$ cat src/rtl/reg_file_bypass_pkg.sv
// rtl/reg_file_bypass_pkg.sv - shared register file constants for the core datapath
package reg_file_bypass_pkg;

  localparam int DATA_W   = 16;
  localparam int NUM_REGS = 16;
  localparam int ADDR_W   = $clog2(NUM_REGS);

  localparam logic [ADDR_W-1:0] ZERO_REG = '0;

endpackage

$ cat src/rtl/reg_file_bypass_reg_16bit.sv
// rtl/reg_file_bypass_reg_16bit.sv - one general register with write enable and sync clear
module reg_16bit
  import reg_file_bypass_pkg::*;
(
  input  logic              clk,
  input  logic              rst_n,
  input  logic              we,
  input  logic [DATA_W-1:0] d,
  output logic [DATA_W-1:0] q
);

  // Clear takes priority so a write coinciding with reset is dropped.
  always_ff @(posedge clk) begin
    if (!rst_n) begin
      q <= '0;
    end else if (we) begin
      q <= d;
    end
  end

endmodule

$ cat src/rtl/reg_file_bypass.sv
// rtl/reg_file_bypass.sv - 16x16 register file, two async read ports, one write port with bypass
module reg_file_bypass
  import reg_file_bypass_pkg::*;
(
  input  logic              clk,
  input  logic              rst_n,
  input  logic [ADDR_W-1:0] SrcReg1,
  input  logic [ADDR_W-1:0] SrcReg2,
  input  logic [ADDR_W-1:0] DstReg,
  input  logic              WriteReg,
  input  logic [DATA_W-1:0] DstData,
  output logic [DATA_W-1:0] SrcData1,
  output logic [DATA_W-1:0] SrcData2
);

  logic              wr_valid;
  logic [NUM_REGS-1:0] wr_sel;
  logic [DATA_W-1:0] regs [NUM_REGS];
  logic [DATA_W-1:0] rd_data1;
  logic [DATA_W-1:0] rd_data2;
  logic              byp1;
  logic              byp2;

  assign wr_valid = WriteReg && (DstReg != ZERO_REG);

  always_comb begin
    wr_sel = '0;
    if (wr_valid) begin
      wr_sel[DstReg] = 1'b1;
    end
  end

  assign regs[0] = '0;

  for (genvar i = 1; i < NUM_REGS; i++) begin : g_reg
    reg_16bit u_reg (
      .clk   (clk),
      .rst_n (rst_n),
      .we    (wr_sel[i]),
      .d     (DstData),
      .q     (regs[i])
    );
  end

  assign rd_data1 = regs[SrcReg1];
  assign rd_data2 = regs[SrcReg2];

  // Bypass is a final 2:1 after the read mux; suppressed while reset is asserted.
  assign byp1 = rst_n && wr_valid && (SrcReg1 == DstReg);
  assign byp2 = rst_n && wr_valid && (SrcReg2 == DstReg);

  assign SrcData1 = byp1 ? DstData : rd_data1;
  assign SrcData2 = byp2 ? DstData : rd_data2;

endmodule

$ cat config.mk
export PLATFORM = sky130hd
export DESIGN_NAME = reg_file_bypass
export DESIGN_NICKNAME = d
export VERILOG_FILES = /design/src/rtl/reg_file_bypass_pkg.sv /design/src/rtl/reg_file_bypass_reg_16bit.sv /design/src/rtl/reg_file_bypass.sv
export SDC_FILE = /design/constraint.sdc
export NUM_CORES = 1
export LEC_CHECK = 0
export ABC_AREA = 1
export BUFFER_PORTS_ARGS = -buffer_cell sky130_fd_sc_hd__buf_2
export CAP_MARGIN = 0
export CORE_ASPECT_RATIO = 1.25
export CORE_MARGIN = 2
export CORE_UTILIZATION = 61
export DETAILED_ROUTE_END_ITERATION = 7
export PLACE_DENSITY = 0.79
export REMOVE_ABC_BUFFERS = 1
export SLEW_MARGIN = 25
export SYNTH_ARGS = -nofsm -noshare
export SYNTH_HDL_FRONTEND = slang
export SYNTH_HIERARCHICAL = 1
export SYNTH_SLANG_ARGS = --single-unit
$ cat constraint.sdc
create_clock -name clk -period 1.88 [get_ports clk]
set_input_delay 0 -clock clk [delete_from_list [all_inputs] [get_ports clk]]
set_output_delay 0 -clock clk [all_outputs]
set_load 0.03 [all_outputs]
**Word level (Yosys, flattened, before mapping)**

Index checks and enable logic that the tools add are counted.

- Bits of input ports: 31
- Bits in registers: 240
- Logic and storage cells: 40

- Reductions and logical operators: 6
- Bitwise operators: 2
- Equal/unequal tests: 2
- Multiplexer cells: 11
- $lt $le $gt $ge: 4

Operator list:

| kind | number |
|---|---|
| $bmux 16 s4 | 2 |
| $mux 16 | 7 |
| $ge 5x5->1 const B | 2 |
| $not 4->5 | 2 |
| $eq 4x4->1 | 2 |
| $logic_and 1x1->1 | 5 |
| $lt 4x5->1 const B | 1 |
| $demux 1 s4 | 1 |
| $ge 4x1->1 const B | 1 |
| $reduce_bool 4->1 | 1 |
| $mux 1 | 1 |

**Longest topological paths before layout**

- Depth in word-level cells: 5
- Depth in mapped cells: 11
- Depth with buffers taken out: 9

**Modules after synthesis**

Netlist, hierarchy kept.

By module, submodules not included:

| module | instances | area each (um^2) | sequential area each (um^2) | cells each |
|---|---|---|---|---|
| reg_16bit | 15 | 674.4 | 320.3 | 101 |
| reg_file_bypass | 1 | 5803.1 | 0.0 | 1377 |

**Worst setup path after synthesis**

No wires, ideal clock.

- Path kind: input to output
- Start point: in SrcReg2[2]
- End point: out SrcData2[10]
- Data arrival time: 1171 ps
- Stages: 6
- Data required time: 1880 ps
- Slack: 709 ps
- Buffers on the path: 2
- Path through: clkbuf_1 -> xor2_1 -> nor3_4 -> buf_2 -> nand3_1 -> nand2_1

- Word-level cells in the longest chain between the ends: 5
- Elaborated cells on any way between the ends: 7
- Classes of those cells: eq/ne (1); mux (4); bitwise (1); reduce/logical (1)

Ends and longest elaborated chain:

| item | line | text |
|---|---|---|
| from (decl) | reg_file_bypass.sv:8 | `input logic [ADDR_W-1:0] SrcReg2,` |
| $not 4->5 (implied by the code) | reg_file_bypass.sv:46 | `assign rd_data2 = regs[SrcReg2];` |
| $bmux 16 s4 | reg_file_bypass.sv:46 |  |
| $mux 16 (implied by the code) (2 in series) | reg_file_bypass.sv:46 |  |
| $mux 16 * | reg_file_bypass.sv:53 | `assign SrcData2 = byp2 ? DstData : rd_data2;` |
| to (decl) | reg_file_bypass.sv:13 | `output logic [DATA_W-1:0] SrcData2` |

Every way passes the cells marked *; elsewhere a longest branch is shown, timed or not. The select of a mux whose other input is x is not followed.

**Final worst setup path**

- Start point: in rst_n
- End point: out SrcData1[7]

- Word-level cells in the longest chain between the ends: 3

Ends and longest elaborated chain:

| item | line | text |
|---|---|---|
| from (decl) | reg_file_bypass.sv:6 | `input logic rst_n,` |
| $logic_and 1x1->1 (2 in series) | reg_file_bypass.sv:49 | `assign byp1 = rst_n && wr_valid && (SrcReg1 == DstReg);` |
| $mux 16 | reg_file_bypass.sv:52 | `assign SrcData1 = byp1 ? DstData : rd_data1;` |
| to (decl) | reg_file_bypass.sv:12 | `output logic [DATA_W-1:0] SrcData1,` |

Every way passes these cells.

==> reports/results.txt <==
Critical path origin = rst_n
Clock buffer depth = 3
WHS Path Cells = 6
Worst Hold Endpoint = g_reg[4].u_reg/q[7]$_SDFFE_PN0P_
Routed len/inst = 15.9 um
Grt total ovfl = 0
Syn Inst Count = 2892
Max FFs per register = 240
Die Ht = 185 um
#FFs+latches synth = 240
Setup bufs post-CTS = 0
Insertion delay to the later sink of the worst-skew pair = 0.55 ns
Switching power = 3.90 mW
Top area cells in the synthesized netlist = dfxtp_1 (30%), nand2_1 (27%), nand3_1 (13%)
Gate power share = 18.0%
R2R cell count = 2
CP max FO = 16
Clock power frac = 41.2%
Critical Path AT = 1.84 ns
Hold Crit Class = in2reg
Port Buf Inserts = 62
Post-route core utilization = 67.1%
Pre-CTS WS = 0.389 ns
Area delta synth->final = 8.95%
Min Clock Period, post-route = 1.84 ns
CP top delay family = buffers and inverters
HPWL after DPL = 32400 um
Top cell by count, worst path = nand2_1
Critical path endpoint category = output port
Rows = 66
Global-route wire length before repair = 82100 um
Maxcap violations = 0
TritonCTS Sinks = 240
Initial antenna violation count = 1
Distinct cells, synth = 21
Layout cell share with drive strength beyond 1 = 8.32%
Die Width = 148 um
Top cell type's share of synthesized area = 30.2%
Number of global-route vias before repair = 16300
FF-to-FF setup slack = 1.23 ns
GRT Total Usage = 37.2%
CP bufs+invs = 4
Final Cell Area = 17300 um2
Biggest regs = g.u_reg/q x240
Pwr dens = 745 nW/um2
Max transition margin = 63.8%
Clock skew = 0 ns
Detailed-route via count = 17500
Largest family of logic cells by synthesized area = simple AND/OR/NAND/NOR gates
Slowest CP cell = dlygate4sd3_1
Die area = 27400 um2
Final hold viol count = 0
Antenna fix cells = 0
Dpl cells = 3184
Initial core utilization = 61.6%
CTS root buf = clkbuf_16
Register name with the most flops = g.u_reg/q
Initial DRC count = 1950
Reg2reg start = g_reg[4].u_reg/q[5]$_SDFFE_PN0P_
Int Pwr = 9.02 mW
Final ANT Viol Nets = 0
Num CTS Buffers = 26
Req. time, crit path = 1.88 ns
Reg power frac = 40.8%
Fill cell count = 2528
Final Slew Violations = 0
Drt drc = 0
Largest net degree at the start of global routing = 82
Post-Synth XOR/XNOR Area = 0.220%
RR Endpoint = g_reg[4].u_reg/q[5]$_SDFFE_PN0P_
# nets final = 2920
Largest area contributor in the netlist = dfxtp_1
CTS tree = done
Sw Share = 30.2%
Status = finished clean
Synth warn = 6
Core footprint = 25800 um2
Final period util = 97.8%
Ports = 63
Clk pin slew, worst setup/hold paths = 0.06 ns
Sequential area share after synthesis = 30.2%
DR vias/cell = 5.40
First-pass iteration count of the detailed router = 5
Post-Syn Area = 15900 um2
Multiplexer share of the synthesized area = 0%
Fmax achieved = 0.544 GHz
Layout Cells excl Fill = 3249
Slowest stage delay, CP = 0.54 ns
Synth Area in Adders = 0%
Placement Cell Area = 16300 um2
HP Start = WriteReg
Critical path depth in cells = 9
Mean Syn Cell Area = 5.50 um2
Compound-Gate Fraction of Synth Area = 0.0314%
RSZ-0062 raised after global routing = no
Setup WS post-layout = 0.0408 ns
Routed WL = 51600 um
Leakage = 8.88 nW
Gp weighted congestion = 0.950
Setup CP Type = in2out
Max VDD drop = 0.773 mV
Critical-path cell list = dlygate4sd3_1, buf_6, nand3_1, nor2_1, nand2_1, inv_2, nand2_1, nand2_1, buf_2
Tightest Pin Transition = 0.543 ns
CTS H-tree depth = 1
Simple logic cell fraction of the synthesized area = 52.6%
CP startpoint kind = primary input
Finish-stage setup viols = 0
==> tightest hold or removal path: cells and delay by family <==
| kind | cells | cell delay (ns) |
|---|---|---|
| buf+inv | 2 | 0.31 |
| simple gates | 4 | 0.42 |
==> Yosys cell counts <==
| cell | number |
|---|---|
| nand2_1 | 1147 |
| nor2_1 | 453 |
| inv_1 | 410 |
| nand3_1 | 407 |
| dfxtp_1 | 240 |
| buf_2 | 53 |
| buf_6 | 46 |
| nor2_2 | 46 |
| clkbuf_1 | 25 |
| buf_1 | 20 |
| buf_4 | 17 |
| clkbuf_2 | 15 |
| inv_2 | 3 |
| xor2_1 | 3 |
| a21oi_1 | 1 |
| clkinv_1 | 1 |
| nand2_2 | 1 |
| nand4_1 | 1 |
| nor3_4 | 1 |
| or2_2 | 1 |
| xnor2_1 | 1 |
==> cells by family after synthesis <==
family,after synthesis
AND/OR/NAND/NOR,2057
flip-flops,240
buffers and inverters,590
AO/OA/AOI/OAI,1
XOR/XNOR,4
==> power groups by stage <==
stage	Clock, mW	Sequential, mW	Combinational, mW
3_3_place_gp	0	5.37	2.18
6_report	5.33	5.27	2.33
3_5_place_dp	0	5.38	2.22
5_1_grt	5.54	5.28	2.54
2_1_floorplan	0	5.36	1.30
4_1_cts	5.37	5.26	2.26
==> worst max-delay path by stage <==
stage,endpoint,slack (ns)
2_1_floorplan,SrcData1[0],-0.62
3_3_place_gp,SrcData2[2],0.36
3_5_place_dp,SrcData2[2],0.39
4_1_cts,SrcData2[4],0.09
5_1_grt,SrcData1[1],0.01
6_report,SrcData1[7],0.04
==> cell usage in the layout, fill, tap and decap left out, types with 2 or more instances in the layout <==
cell           count
nand2_1         1145
nor2_1           438
inv_1            407
nand3_1          404
dfxtp_1          240
nor2_2            61
buf_2             54
buf_4             51
clkbuf_16         27
buf_12            18
dlygate4sd3_1     17
clkbuf_1           9
clkinv_2           5
clkbuf_8           5
inv_2              4
clkbuf_4           4
xor2_1             3
nand3_2            3
nand2_2            3
bufinv_16          2
==> cell type report <==
| cell class | count | area, um2 | share of cell area, % |
|---|---|---|---|
| Sequential cell | 240 | 4800 | 27.7 |
| Inverter | 414 | 1560 | 8.97 |
| Tap cell | 340 | 425 | 2.45 |
| Timing Repair Buffer | 145 | 1220 | 7.06 |
| Clock inverter | 7 | 91.3 | 0.527 |
| Multi-Input combinational cell | 2062 | 8460 | 48.8 |
| Clock buffer | 41 | 778 | 4.49 |
==> routing by layer <==
metal	up-vias	routed length, um	global-route usage (%)
met3	199	4870	4.70
met5	-	0	0
met4	0	2620	19.2
met2	940	23500	61.9
met1	7856	20700	47.3
li1	8535	-	-
==> stage by stage <==
stage	power (mW)	hold WS, ns	setup TNS (ns)
after floorplan	6.66	0.120	-10.41
after global routing	13.4	0.250	0
after detailed placement	7.60	0.462	0
final	12.9	0.227	0
after global placement	7.55	0.457	0
after CTS	12.9	0.208	0
==> what timing repair did <==
item | CTS | global route
endpoints found under the hold margin | 236 | 0
hold buffers | 17 | 0
setup endpoints to repair | 0 | 6
gates resized for setup | 0 | 11
No activity file was read; power rests on OpenSTA's default activity.
